File: config.mk
export PLATFORM = sky130hd
export DESIGN_NAME = hazard_ctrl_sb
export DESIGN_NICKNAME = d
export VERILOG_FILES = /design/src/rtl/hazard_pkg.sv /design/src/rtl/reg_scoreboard.sv /design/src/rtl/hazard_ctrl_sb.sv
export SDC_FILE = /design/constraint.sdc
export NUM_CORES = 1
export LEC_CHECK = 0
export BUFFER_PORTS_ARGS = -buffer_cell sky130_fd_sc_hd__buf_2
export CAP_MARGIN = 20
export CORE_ASPECT_RATIO = 2
export CORE_MARGIN = 5
export CORE_UTILIZATION = 55
export CTS_CLUSTER_SIZE = 14
export DETAILED_ROUTE_END_ITERATION = 8
export GPL_TIMING_DRIVEN = 0
export PLACE_DENSITY = 0.91
export SYNTH_ARGS = -nofsm -noshare
export SYNTH_HDL_FRONTEND = slang
export SYNTH_SLANG_ARGS = --single-unit
File: constraint.sdc
create_clock -name clk -period 5.04 [get_ports clk]
set_clock_uncertainty 0.05 [all_clocks]
set_input_delay 0 -clock clk [delete_from_list [all_inputs] [get_ports clk]]
set_output_delay 0 -clock clk [all_outputs]
set_load 0.02 [all_outputs]
File: src/rtl/hazard_pkg.sv
// Shared types for the scoreboarded hazard controller: forwarding selects,
// stall-reason tags for debug tracing and the pipeline NOP encoding.
package hazard_pkg;

    typedef enum logic [1:0] {
        FWD_RF  = 2'b00,
        FWD_WB  = 2'b01,
        FWD_MEM = 2'b10
    } fwd_sel_e;

    typedef enum logic [2:0] {
        NONE,
        LOAD_USE,
        SB_RAW,
        SB_WAW,
        SB_FULL,
        CACHE
    } stall_reason_e;

    // addi x0, x0, 0
    localparam logic [31:0] NOP = 32'h0000_0013;

endpackage

File: src/rtl/reg_scoreboard.sv
// Per-register busy table for outstanding long-latency writes, with an
// outstanding-op count that caps how many such ops may be in flight.
module reg_scoreboard #(
    parameter int NUM_REGS = 32,
    parameter int MAX_LONG = 4,
    parameter int RA_W     = $clog2(NUM_REGS)
) (
    input  logic                clk,
    input  logic                rst_n,
    input  logic                issue_req,
    input  logic                issue_hold,
    input  logic                issue_wr,
    input  logic [RA_W-1:0]     issue_rd,
    input  logic                done,
    input  logic [RA_W-1:0]     done_rd,
    input  logic [RA_W-1:0]     rd_a,
    input  logic [RA_W-1:0]     rd_b,
    output logic                busy_a,
    output logic                busy_b,
    output logic                full,
    output logic [NUM_REGS-1:0] busy
);

    localparam int CW = $clog2(MAX_LONG + 1);

    logic [CW-1:0]       count;
    logic [NUM_REGS-1:0] busy_nxt;
    logic                accept;
    logic                set_en;
    logic                dec;

    // A retiring op frees a slot in the same cycle, so the E op is not held.
    assign full   = (count == CW'(MAX_LONG)) & issue_req & ~done;
    assign accept = issue_req & ~issue_hold & ~full;
    assign set_en = accept & issue_wr & (issue_rd != '0);
    assign dec    = done & (count != '0);

    assign busy_a = busy[rd_a];
    assign busy_b = busy[rd_b];

    // Clear first so a same-cycle set of the same register wins.
    always_comb begin
        busy_nxt = busy;
        if (done)
            busy_nxt[done_rd] = 1'b0;
        if (set_en)
            busy_nxt[issue_rd] = 1'b1;
        busy_nxt[0] = 1'b0;
    end

    always_ff @(posedge clk or negedge rst_n) begin
        if (!rst_n) begin
            busy  <= '0;
            count <= '0;
        end else begin
            busy <= busy_nxt;
            case ({accept, dec})
                2'b10:   count <= count + CW'(1);
                2'b01:   count <= count - CW'(1);
                default: count <= count;
            endcase
        end
    end

    a_no_underflow: assert property (@(posedge clk) disable iff (!rst_n) done |-> (count != '0));

endmodule

File: src/rtl/hazard_ctrl_sb.sv
// Hazard controller for the 5-stage core: forwarding selects, load-use and
// scoreboard stalls, cache-miss freeze, branch flush and stall counters.
module hazard_ctrl_sb
    import hazard_pkg::*;
#(
    parameter int NUM_REGS = 32,
    parameter int RA_W     = $clog2(NUM_REGS),
    parameter int MAX_LONG = 4,
    parameter int CNT_W    = 32
) (
    input  logic                clk,
    input  logic                rst_n,
    input  logic [RA_W-1:0]     rs1_d,
    input  logic [RA_W-1:0]     rs2_d,
    input  logic                rs1_used_d,
    input  logic                rs2_used_d,
    input  logic [RA_W-1:0]     rd_d,
    input  logic                reg_write_d,
    input  logic [RA_W-1:0]     rs1_e,
    input  logic [RA_W-1:0]     rs2_e,
    input  logic                rs1_used_e,
    input  logic                rs2_used_e,
    input  logic [RA_W-1:0]     rd_e,
    input  logic                reg_write_e,
    input  logic                load_e,
    input  logic                long_issue_e,
    input  logic                long_done,
    input  logic [RA_W-1:0]     long_done_rd,
    input  logic [RA_W-1:0]     rd_m,
    input  logic                reg_write_m,
    input  logic [RA_W-1:0]     rd_w,
    input  logic                reg_write_w,
    input  logic                branch_taken,
    input  logic                mem_ready_m,
    output fwd_sel_e            fwd_rs1,
    output fwd_sel_e            fwd_rs2,
    output logic                stall_d,
    output logic                bubble_e,
    output logic                freeze,
    output logic                flush,
    output logic [NUM_REGS-1:0] sb_busy,
    output logic [CNT_W-1:0]    stall_cycles,
    output logic [CNT_W-1:0]    flush_count
);

    logic busy_rs1, busy_rs2, full;
    logic raw_ld, raw_sb, waw_sb;

    reg_scoreboard #(
        .NUM_REGS (NUM_REGS),
        .MAX_LONG (MAX_LONG),
        .RA_W     (RA_W)
    ) u_sb (
        .clk        (clk),
        .rst_n      (rst_n),
        .issue_req  (long_issue_e),
        .issue_hold (freeze),
        .issue_wr   (reg_write_e),
        .issue_rd   (rd_e),
        .done       (long_done),
        .done_rd    (long_done_rd),
        .rd_a       (rs1_d),
        .rd_b       (rs2_d),
        .busy_a     (busy_rs1),
        .busy_b     (busy_rs2),
        .full       (full),
        .busy       (sb_busy)
    );

    // M is younger than W, so its value is the one the E op must see.
    function automatic fwd_sel_e fwd_pick(input logic used, input logic [RA_W-1:0] rs);
        if (used && reg_write_m && (rd_m != '0) && (rd_m == rs))
            return FWD_MEM;
        if (used && reg_write_w && (rd_w != '0) && (rd_w == rs))
            return FWD_WB;
        return FWD_RF;
    endfunction

    assign fwd_rs1 = fwd_pick(rs1_used_e, rs1_e);
    assign fwd_rs2 = fwd_pick(rs2_used_e, rs2_e);

    assign raw_ld = load_e & reg_write_e & (rd_e != '0) &
                    ((rs1_used_d & (rd_e == rs1_d)) | (rs2_used_d & (rd_e == rs2_d)));
    assign raw_sb = (rs1_used_d & busy_rs1) | (rs2_used_d & busy_rs2);
    assign waw_sb = reg_write_d & sb_busy[rd_d];

    assign freeze   = ~mem_ready_m;
    assign flush    = branch_taken & ~freeze;
    assign stall_d  = (raw_ld | raw_sb | waw_sb | full) & ~flush & ~freeze;
    // When the scoreboard is full the E op itself waits, so no bubble.
    assign bubble_e = stall_d & ~full;

    always_ff @(posedge clk or negedge rst_n) begin
        if (!rst_n) begin
            stall_cycles <= '0;
            flush_count  <= '0;
        end else begin
            if ((stall_d | freeze) && (stall_cycles != '1))
                stall_cycles <= stall_cycles + CNT_W'(1);
            if (flush && (flush_count != '1))
                flush_count <= flush_count + CNT_W'(1);
        end
    end

endmodule

==> results of run 1 <==
==> cell families (layout without fill, tap and decap cells) <==
logic type	after synthesis	in the layout	share of synthesized area, %
buffers and inverters	30	204	2.70
AOI/OAI and AO/OA	81	81	8.40
other	1	1	0.0657
xor gates and xnor gates	95	95	14.6
DFF	98	98	43.0
adders and majority gates	4	4	1.01
and+or+nand+nor	213	213	19.7
muxes	37	37	10.6
==> cell type report <==
class	count	area, um^2
multi-input cells	431	3100
clock inverters	6	96.3
plain buffers	19	113
repair buffers	158	821
inverters	11	41.3
clock buffers	10	239
flip-flops and latches	98	2450
fillers	774	3120
well taps	135	169
==> cells in the mapped netlist (2+ instances only) <==
cell and count:
nand2b_1 3, clkbuf_1 7, nor4_1 11, xor2_1 45, and3_1 15, o21ai_0 61
nand2_1 46, dfrtp_1 98, a221oi_1 2, nand4_1 15, or3_1 7, mux2i_1 12
a31oi_1 3, inv_1 11, ha_1 3, or4_1 3, and2_1 4, xnor2_1 50
a21oi_1 3, and4_1 4, nor3_1 18, nand3b_1 9, nor2b_1 8, buf_2 6
or3b_2 3, o31ai_1 5, mux4_2 18, nand3_1 39, nor2_1 25, mux2_2 6
buf_6 4
==> sequential cells by signal, summed over array words and instances, names as in the netlist <==
| signal | flops |
|---|---|
| u_sb.busy | 31 |
| flush_count | 32 |
| stall_cycles | 32 |
| u_sb.count | 3 |
==> where the power goes <==
group / switching [uW] / internal [uW] / total [uW]
registers: 123 / 883 / 1010
clock network: 309 / 456 / 765
logic: 363 / 246 / 608
total: 795 / 1580 / 2380
==> worst paths after layout <==
kind                                      start         endpoint  slack, ps  cells past startpoint
worst min-delay path                    rd_e[0]    u_sb.busy[24]         80                      2
worst min register to register  flush_count[19]  flush_count[19]        440                      1
worst max register to register    u_sb.busy[14]  stall_cycles[1]       1780                      9
min in group asynchronous                 rst_n    u_sb.busy[10]         90                      2
worst max-delay path              u_sb.busy[14]  stall_cycles[1]       1780                      9
max in group asynchronous                 rst_n    u_sb.busy[26]       4160                      3
==> worst max-delay path, delay by kind of cell, from the launching register on <==
family	cells	cell delay (ps)
and+or+nand+nor	2	270
DFF	1	420
AOI/OAI and AO/OA	4	1370
buffers and inverters	1	220
muxes	2	800
==> per-layer routing <==
layer,track usage (%),share of wire (%)
met1,31.3,34
met2,50.5,52
met3,6.97,8.2
met4,18.5,6.5
met5,0,0
==> metrics by stage <==
step / hold WS (ps) / area [um^2]
finish: 79.9 / 7030
global route: 92.7 / 7030
CTS: 51.4 / 7030
detailed placement: -86.4 / 6680
global placement: 292 / 6650
floorplan: -346 / 5700
==> metrics.md, run 1 <==
| Metric | Value |
|---|---|
| Top cell type by total area after synthesis | dfrtp_1 |
| Yosys warning total | 0 |
| Status | finished clean |
| Area Growth Syn to Fin | 23.2% |
| Maxcap violations | 0 |
| Slew Viols, Final | 0 |
| Top cells by area, synth | dfrtp_1 (43%), xnor2_1 (7.7%), mux4_2 (7.1%) |
| Placed cells | between 800 and 900 |
| Post-CTS Setup Bufs | 0 |
| Period minus WS final | ~3300 ps |
| Largest net degree at the start of global routing | 69 |
| Rows | 52 |
| Unrepaired setup endpoints after global routing | no |
| Antenna violations before repair | 0 |
| DR pass1 iterations | 5 |
| Setup WS post-layout | approximately 1800 ps |
| Leakage | 0.00344 uW |
| I/O pin cnt | 164 |
| Max Fclk | between 0.3 and 0.4 GHz |
| Most frequent cells in the layout | buf_2 (161), dfrtp_1 (98), o21ai_0 (61) |
| Die Area | about 13000 um^2 |
| Tot Pwr | around 2400 uW |
| Biggest cell delay along the critical path | between 600 and 700 ps |
| Nets | between 700 and 800 |
| Post-synth top flop | dfrtp_1 |
| FF+latch count, synth | 98 |
| HPWL Detailed | 13700 um |
| Final hold vios | 0 |
| Die width | 82.0 um |
| Register area share after synthesis | a little over two fifths |
| Crit-path cells | mux4_2, nor2b_1, a211oi_1, a21oi_1, nand3_1, a41oi_2, o32ai_4, buf_6, mux2_1 |
| Clk slew on worst S/H paths | approximately 70 ps |
| WL per Instance | about 21 um |
| Clock sinks | a little under 100 |
| EDFF count, synth | 0 |
| I/O Buffers | roughly 160 |
| Starting Density | roughly 56% |
| DRT Wirelength | ~18000 um |
| Crit Path Max Fanout | 10 |
| Gr usage total | just under 30% |
| Vias in the first global route | 5521 |
| Syn Inst Count | between 500 and 600 |
| Share of the synthesized area in the top cell type | 43.0% |
| DRT iter0 DRCs | approximately 400 |
| Finish-stage setup viols | 0 |
| Crit end category | flop |
| Tcrit/Tclk final | 64.6% |
| Hold crit path type | in2reg |
| Via count of the routed design | between 5000 and 6000 |
| Worst-margin pin slew | ~750 ps |
| CTS Buf Count | 9 |
| Place WS | about 1800 ps |
| Post-layout util | 69.3% |
| Power density over the cells | 338 nW/um^2 |
| Post-CTS resize count | 0 |
| Peak VDD IR | 258 uV |
| Worst setup SP type | flop |
| Post-route DRC | 0 |
| Crit Path Category | reg2reg |
| GR Overflow Total | 0 |
| Worst-skew pair later-pin latency | between 300 and 400 ps |
| Gpl congestion | 0.990 |
| Commonest non-fill, non-tap cell in the layout | buf_2 |
| Max H-tree Level | 3 |
| Arrival @ worst endpoint | ~3400 ps |
| Share of cells above drive strength 1 | between 20% and 30% |
| TritonCTS clock tree | yes |
| N_diodes | 0 |
| Async set-reset flop share out of synthesis | 100% |
| Final TNS setup | 0 ps |
| Core Footprint | just over 10000 um^2 |
| Syn avg cell area | a little over 10 um^2 |
| Die H | 154 um |
| Clk buf depth | 2 |
| CP max-delay cell | a211oi_1 |
| Data required time of the worst path | 5220 ps |
| CTS hold repair buffers | 1 |
| Mapped Area | 5700 um^2 |
| DRT antenna net count | 0 |
| Relative slew slack | between 40% and 50% |
| Layout Cells excl Fill | 868 |
| Synth cell types | between 40 and 50 |
| First-pass GRT wire length | about 28000 um |
| Post-Syn Nets | slightly above 600 |
| Clock root cell | clkbuf_16 |
| Vias per cell | 6.16 |
Power figures use the tool's default switching activity.
==> run 2: changes to the inputs <==
--- a/config.mk
+++ b/config.mk
@@ -5,15 +5,16 @@
 export SDC_FILE = /design/constraint.sdc
 export NUM_CORES = 1
 export LEC_CHECK = 0
+export ABC_AREA = 1
 export BUFFER_PORTS_ARGS = -buffer_cell sky130_fd_sc_hd__buf_2
 export CAP_MARGIN = 20
 export CORE_ASPECT_RATIO = 2
 export CORE_MARGIN = 5
-export CORE_UTILIZATION = 55
+export CORE_UTILIZATION = 49
 export CTS_CLUSTER_SIZE = 14
 export DETAILED_ROUTE_END_ITERATION = 8
 export GPL_TIMING_DRIVEN = 0
-export PLACE_DENSITY = 0.91
+export PLACE_DENSITY = 0.84
 export SYNTH_ARGS = -nofsm -noshare
 export SYNTH_HDL_FRONTEND = slang
 export SYNTH_SLANG_ARGS = --single-unit
==> constraint.sdc (replaced) <==
create_clock -name clk -period 2.8 [get_ports clk]
set_clock_uncertainty 0.05 [all_clocks]
set_input_delay 0 -clock clk [delete_from_list [all_inputs] [get_ports clk]]
set_output_delay 0 -clock clk [all_outputs]
set_load 0.02 [all_outputs]
==> run 2 against run 1 <==
Via count up 39%. Sequential share of layout area down 4.6 points. Global-route usage down 1.6 points. Critical path type unchanged. Critical endpoint is now stall_cycles[16]. Largest cell class unchanged.
==> metrics.md, run 2 <==
| Metric | Value |
|---|---|
| Status | finished clean |
| CTS Buf Count | 9 |
| Mapped Area | roughly 6800 um^2 |
| GR Overflow Total | 0 |
| Die H | around 180 um |
| I/O pin cnt | roughly 160 |
| Gr usage total | between 20% and 30% |
| Max H-tree Level | 3 |
| Post-CTS resize count | 0 |
| Clock sinks | 98 |
| Leakage | between 0.004 and 0.005 uW |
| Top cell type by total area after synthesis | dfrtp_1 |
| Maxcap violations | 0 |
| WL per Instance | about 17 um |
| Commonest non-fill, non-tap cell in the layout | nand2_1 |
| Most frequent cell after synthesis | nand2_1 |
| Peak VDD IR | between 600 and 700 uV |
| Clk slew on worst S/H paths | ~70 ps |
| DRT antenna net count | 0 |
| Worst-skew pair later-pin latency | 340 ps |
| HPWL Detailed | about 18000 um |
| Max Fclk | around 0.42 GHz |
| Data required time of the worst path | 2980 ps |
| Via count of the routed design | approximately 7400 |
| Most frequent cells after synthesis | nand2_1 (277), nand3_1 (153), inv_1 (136) |
| Share of cells above drive strength 1 | 18.6% |
| Final TNS setup | 0 ps |
| Antenna violations before repair | 0 |
| Relative slew slack | a little under half |
| Placed cells | approximately 1300 |
| Post-route DRC | 0 |
| Most frequent cells in the layout | nand2_1 (277), buf_2 (167), nand3_1 (153) |
| Core Footprint | approximately 14000 um^2 |
| Post-Syn Nets | 1047 |
| Share of the synthesized area in the top cell type | approximately 36% |
| Die Area | approximately 16000 um^2 |
| Top cells by area, synth | dfrtp_1 (36%), nand2_1 (15%), nand3_1 (11%) |
| Power density over the cells | around 560 nW/um^2 |
| Starting Density | roughly half |
| Crit Path Max Fanout | 10 |
| Worst-margin pin slew | 779 ps |
| Post-synth top flop | dfrtp_1 |
| I/O Buffers | 155 |
| Synth cell types | roughly 40 |
| Crit end category | flop |
| Async set-reset flop share out of synthesis | 100% |
| Vias per cell | between 5 and 6 |
| Tcrit/Tclk final | a little under nine tenths |
| DRT Wirelength | around 23000 um |
| Layout Cells excl Fill | roughly 1300 |
| N_diodes | 0 |
| Register area share after synthesis | 36.3% |
| Period minus WS final | about 2400 ps |
| Final hold vios | 0 |
| DRT iter0 DRCs | 477 |
| Rows | 60 |
| Syn avg cell area | 6.87 um^2 |
| Gpl congestion | 0.968 |
| Vias in the first global route | approximately 7500 |
| Arrival @ worst endpoint | 2570 ps |
| Clock root cell | clkbuf_16 |
| Yosys warning total | 0 |
| Finish-stage setup viols | 0 |
| Post-layout util | about three fifths |
| Largest registers | flush_count: 32 flops, stall_cycles: 32 flops, u_sb.busy: 31 flops |
| Unrepaired setup endpoints after global routing | no |
| Worst setup SP type | flop |
| Slew Viols, Final | 0 |
| EDFF count, synth | 0 |
| Nets | between 1000 and 1500 |
| TritonCTS clock tree | yes |
| Crit Path Category | reg2reg |
| DR pass1 iterations | 5 |
| Clk buf depth | 2 |
| Syn Inst Count | around 980 |
| First-pass GRT wire length | about 36000 um |
| Area Growth Syn to Fin | 19.8% |
| Hold crit path type | in2reg |
| FF+latch count, synth | slightly below 100 |
| Largest net degree at the start of global routing | 52 |
| Die width | ~93 um |
==> run 2: final timing paths <==
| path | from | to | slack, ps | depth (start not counted) |
|---|---|---|---|---|
| min in group asynchronous | rst_n | flush_count[12] | 190 | 2 |
| hold / removal | rd_e[4] | u_sb.busy[3] | 50 | 4 |
| hold reg to reg | stall_cycles[31] | stall_cycles[31] | 450 | 2 |
| setup reg to reg | stall_cycles[0] | stall_cycles[16] | 410 | 13 |
| max in group asynchronous | rst_n | stall_cycles[18] | 1830 | 3 |
| setup / recovery | stall_cycles[0] | stall_cycles[16] | 410 | 13 |
==> run 2: logic make-up after synthesis <==
group / synth area share, %
AOI/OAI and AO/OA: 7.89
xor gates and xnor gates: 6.62
adders and majority gates: 0.853
buffers and inverters: 10.3
DFF: 36.3
other: 0.0555
and+or+nand+nor: 37.9
==> run 2: repair_timing <==
action                     in CTS  in global routing
hold buffers                    1                  0
hold endpoints to repair       47                  0
setup endpoints to repair       0                  0
buffers inserted                0                  0
==> run 2: routing by layer <==
metal	vias to the layer above	GRT usage, %	routed length [um]
met2	320	52.4	12300
met4	0	19.5	1500
met5	-	0	0
met3	94	3.45	1030
li1	3532	-	-
met1	3470	27.4	7740
==> run 2: final cells by class <==
| type | instances | area [um^2] |
|---|---|---|
| flip-flops and latches | 98 | 2450 |
| plain buffers | 23 | 159 |
| clock inverters | 7 | 101 |
| fillers | 1320 | 5430 |
| clock buffers | 9 | 225 |
| well taps | 155 | 194 |
| inverters | 143 | 539 |
| multi-input cells | 719 | 3600 |
| repair buffers | 157 | 816 |
==> run 2: worst max-delay path, stage by stage (launching register included) <==
cell	delay (ps)
dfrtp_1	430
ha_1	230
nand3_2	120
nor2_4	190
nand2_4	110
nor2_8	120
nand2_2	80
nor2_2	90
nand4_2	120
nor2_4	240
inv_2	130
buf_2	210
nand3_1	110
nand2_1	60
==> run 2: report_power, final <==
| part | total (uW) | switching [uW] | internal (uW) |
|---|---|---|---|
| sequential | 1840 | 233 | 1600 |
| combinational | 1330 | 883 | 450 |
| clock | 1360 | 565 | 793 |
| total | 4530 | 1680 | 2850 |
==> run 2: stage by stage <==
step                power, uW  hold slack (ps)  area, um^2  setup slack (ps)
global placement         3130              328        7720               481
global route             4780             66.5        8090               192
CTS                      4530             30.6        8090               417
detailed placement       3170             16.0        7750               440
floorplan                2660             -346        6750               633
finish                   4530             52.0        8090               406
==> run 3: changes to the inputs <==
--- a/config.mk
+++ b/config.mk
@@ -15,6 +15,7 @@
 export DETAILED_ROUTE_END_ITERATION = 8
 export GPL_TIMING_DRIVEN = 0
 export PLACE_DENSITY = 0.84
+export REMOVE_ABC_BUFFERS = 1
 export SYNTH_ARGS = -nofsm -noshare
 export SYNTH_HDL_FRONTEND = slang
 export SYNTH_SLANG_ARGS = --single-unit
==> run 3 against run 2 <==
Clock power down 7%. Global-route usage up 1.1 points. Register-to-register slack worse by 80 ps. Critical path depth unchanged. Highest routed layer unchanged. Critical endpoint is now stall_cycles[22]. Worst hold slack better by 19 ps.
==> metrics.md, run 3 (synthesis gave the netlist of run 2 again) <==
| Metric | Value |
|---|---|
| Starting Density | 50.0% |
| Unrepaired setup endpoints after global routing | no |
| HPWL Detailed | about 18000 um |
| Leakage | 0.00431 uW |
| Antenna violations before repair | 0 |
| Power density over the cells | ~550 nW/um^2 |
| Status | finished clean |
| FF-to-FF End | stall_cycles[22] |
| Area Growth Syn to Fin | 18.0% |
| Hold Crit Depth | 4 |
| Tcrit/Tclk final | a little under 90% |
| Die Area | approximately 16000 um^2 |
| R2R setup slack | about 330 ps |
| Clk buf depth | 2 |
| Crit Path Category | reg2reg |
| First-pass GRT wire length | about 37000 um |
| Slew Viols, Final | 0 |
| Share of cells above drive strength 1 | 17.7% |
| I/O Buffers | 162 |
| Hold crit path type | in2reg |
| CTS Buf Count | 9 |
| Core Footprint | ~14000 um^2 |
| Arrival @ worst endpoint | between 2000 and 3000 ps |
| DR pass1 iterations | 5 |
| Relative slew slack | between 50% and 60% |
| Largest registers | flush_count: 32 flops, stall_cycles: 32 flops, u_sb.busy: 31 flops |
| Worst-skew pair later-pin latency | approximately 340 ps |
| Maxcap violations | 0 |
| Die width | 93 um |
| Finish-stage setup viols | 0 |
| Post-route DRC | 0 |
| Most frequent cells in the layout | nand2_1 (276), buf_2 (161), nand3_1 (153) |
| Worst setup SP type | flop |
| Commonest non-fill, non-tap cell in the layout | nand2_1 |
| WL per Instance | about 18 um |
| DRT Wirelength | about 23000 um |
| Multi-input logic area | between 3000 and 4000 um^2 |
| I/O pin cnt | roughly 160 |
| Rows | 60 |
| Vias per cell | approximately 5.7 |
| Fillers | between 1000 and 1500 |
| DP Area | roughly 7600 um^2 |
| Hold wc startpoint | long_done_rd[4] |
| N_diodes | 0 |
| Worst-margin pin slew | ~700 ps |
| Gr usage total | approximately 29% |
| Crit Path Max Fanout | 53 |
| Max H-tree Level | 3 |
| Die H | around 180 um |
| Nets | about 1200 |
| DRT antenna net count | 0 |
| Post-route cell area | roughly 8000 um^2 |
| DRT iter0 DRCs | 330 |
| Register area | around 2500 um^2 |
| Data required time of the worst path | slightly above 3000 ps |
| Largest net degree at the start of global routing | between 50 and 60 |
| Gpl congestion | roughly 1.0 |
| Via count of the routed design | between 7000 and 8000 |
| Clock root cell | clkbuf_16 |
| Hold WS | approximately 71 ps |
| GR Overflow Total | 0 |
| Final TNS setup | 0 ps |
| Post-CTS Setup Bufs | 0 |
| Max Fclk | between 0.4 and 0.5 GHz |
| Worst R2R Path Depth | 13 |
| Vias in the first global route | between 7000 and 8000 |
| Peak VDD IR | 589 uV |
| Crit end category | flop |
| R2R Path Start | u_sb.busy[13] |
| TritonCTS clock tree | yes |
| Clk slew on worst S/H paths | roughly 70 ps |
| Final hold vios | 0 |
| Period minus WS final | approximately 2500 ps |
| Clock sinks | 98 |
| End point of the worst hold path | u_sb.busy[31] |
run 3: worst max-delay path, cell delays in order (launching register included):
cell,delay [ps]
dfrtp_1,410
inv_1,120
nand2_1,60
nand3_1,90
nand3_1,110
nand3_1,270
nand3_1,120
nand3_1,100
nand2_1,60
o21ai_2,310
nand2_8,270
nand2_4,250
nand2_1,70
nand2_1,70
run 3: per-layer routing:
metal / share of wire [%] / global-route usage, % / up-vias / wire length (um)
met5: 0 / 0 / - / 0
met3: 5.9 / 4.22 / 104 / 1380
met1: 33 / 29.3 / 3414 / 7700
met4: 7.7 / 21.3 / 0 / 1800
met2: 54 / 52.5 / 342 / 12600
li1: - / - / 3518 / -
run 3: through the flow:
stage          setup slack (ps)  std cells  power, uW  util (%)
2_1_floorplan               633        960       2620         -
3_3_place_gp                254       1277       3110      56.2
3_5_place_dp                200       1278       3150      56.4
4_1_cts                     166       1295       4420      58.8
5_1_grt                    63.8       1295       4670      58.9
6_report                    330       1295       4400      58.9
run 3: worst max-delay path by stage:
stage / from / endpoint / slack, ps / cells past startpoint
4_1_cts: flush_count[0] / flush_count[16] / 170 / 9
3_3_place_gp: flush_count[0] / flush_count[14] / 250 / 9
3_5_place_dp: flush_count[0] / flush_count[16] / 200 / 9
6_report: u_sb.busy[13] / stall_cycles[22] / 330 / 13
2_1_floorplan: stall_cycles[0] / stall_cycles[18] / 630 / 14
5_1_grt: u_sb.busy[11] / stall_cycles[4] / 60 / 13
run 3: cell type report:
class | instances | area share, %
sequential | 98 | 30.8
timing repair buffer | 164 | 10.7
clock buffer | 10 | 3.00
tap | 155 | 2.44
inverter | 143 | 6.77
clock inverter | 6 | 0.817
multi-input combinational | 719 | 45.5
run 3: power by group:
group	switching, uW	leakage [uW]	internal (uW)
clock network	541	0.000149	719
logic	886	0.00286	428
registers	227	0.00130	1600
run 3: repair_timing:
item	4_1_cts	5_1_grt
gates resized for setup	0	4
hold buffers	1	0
endpoints found under the setup margin	0	7
hold endpoints to repair	48	0
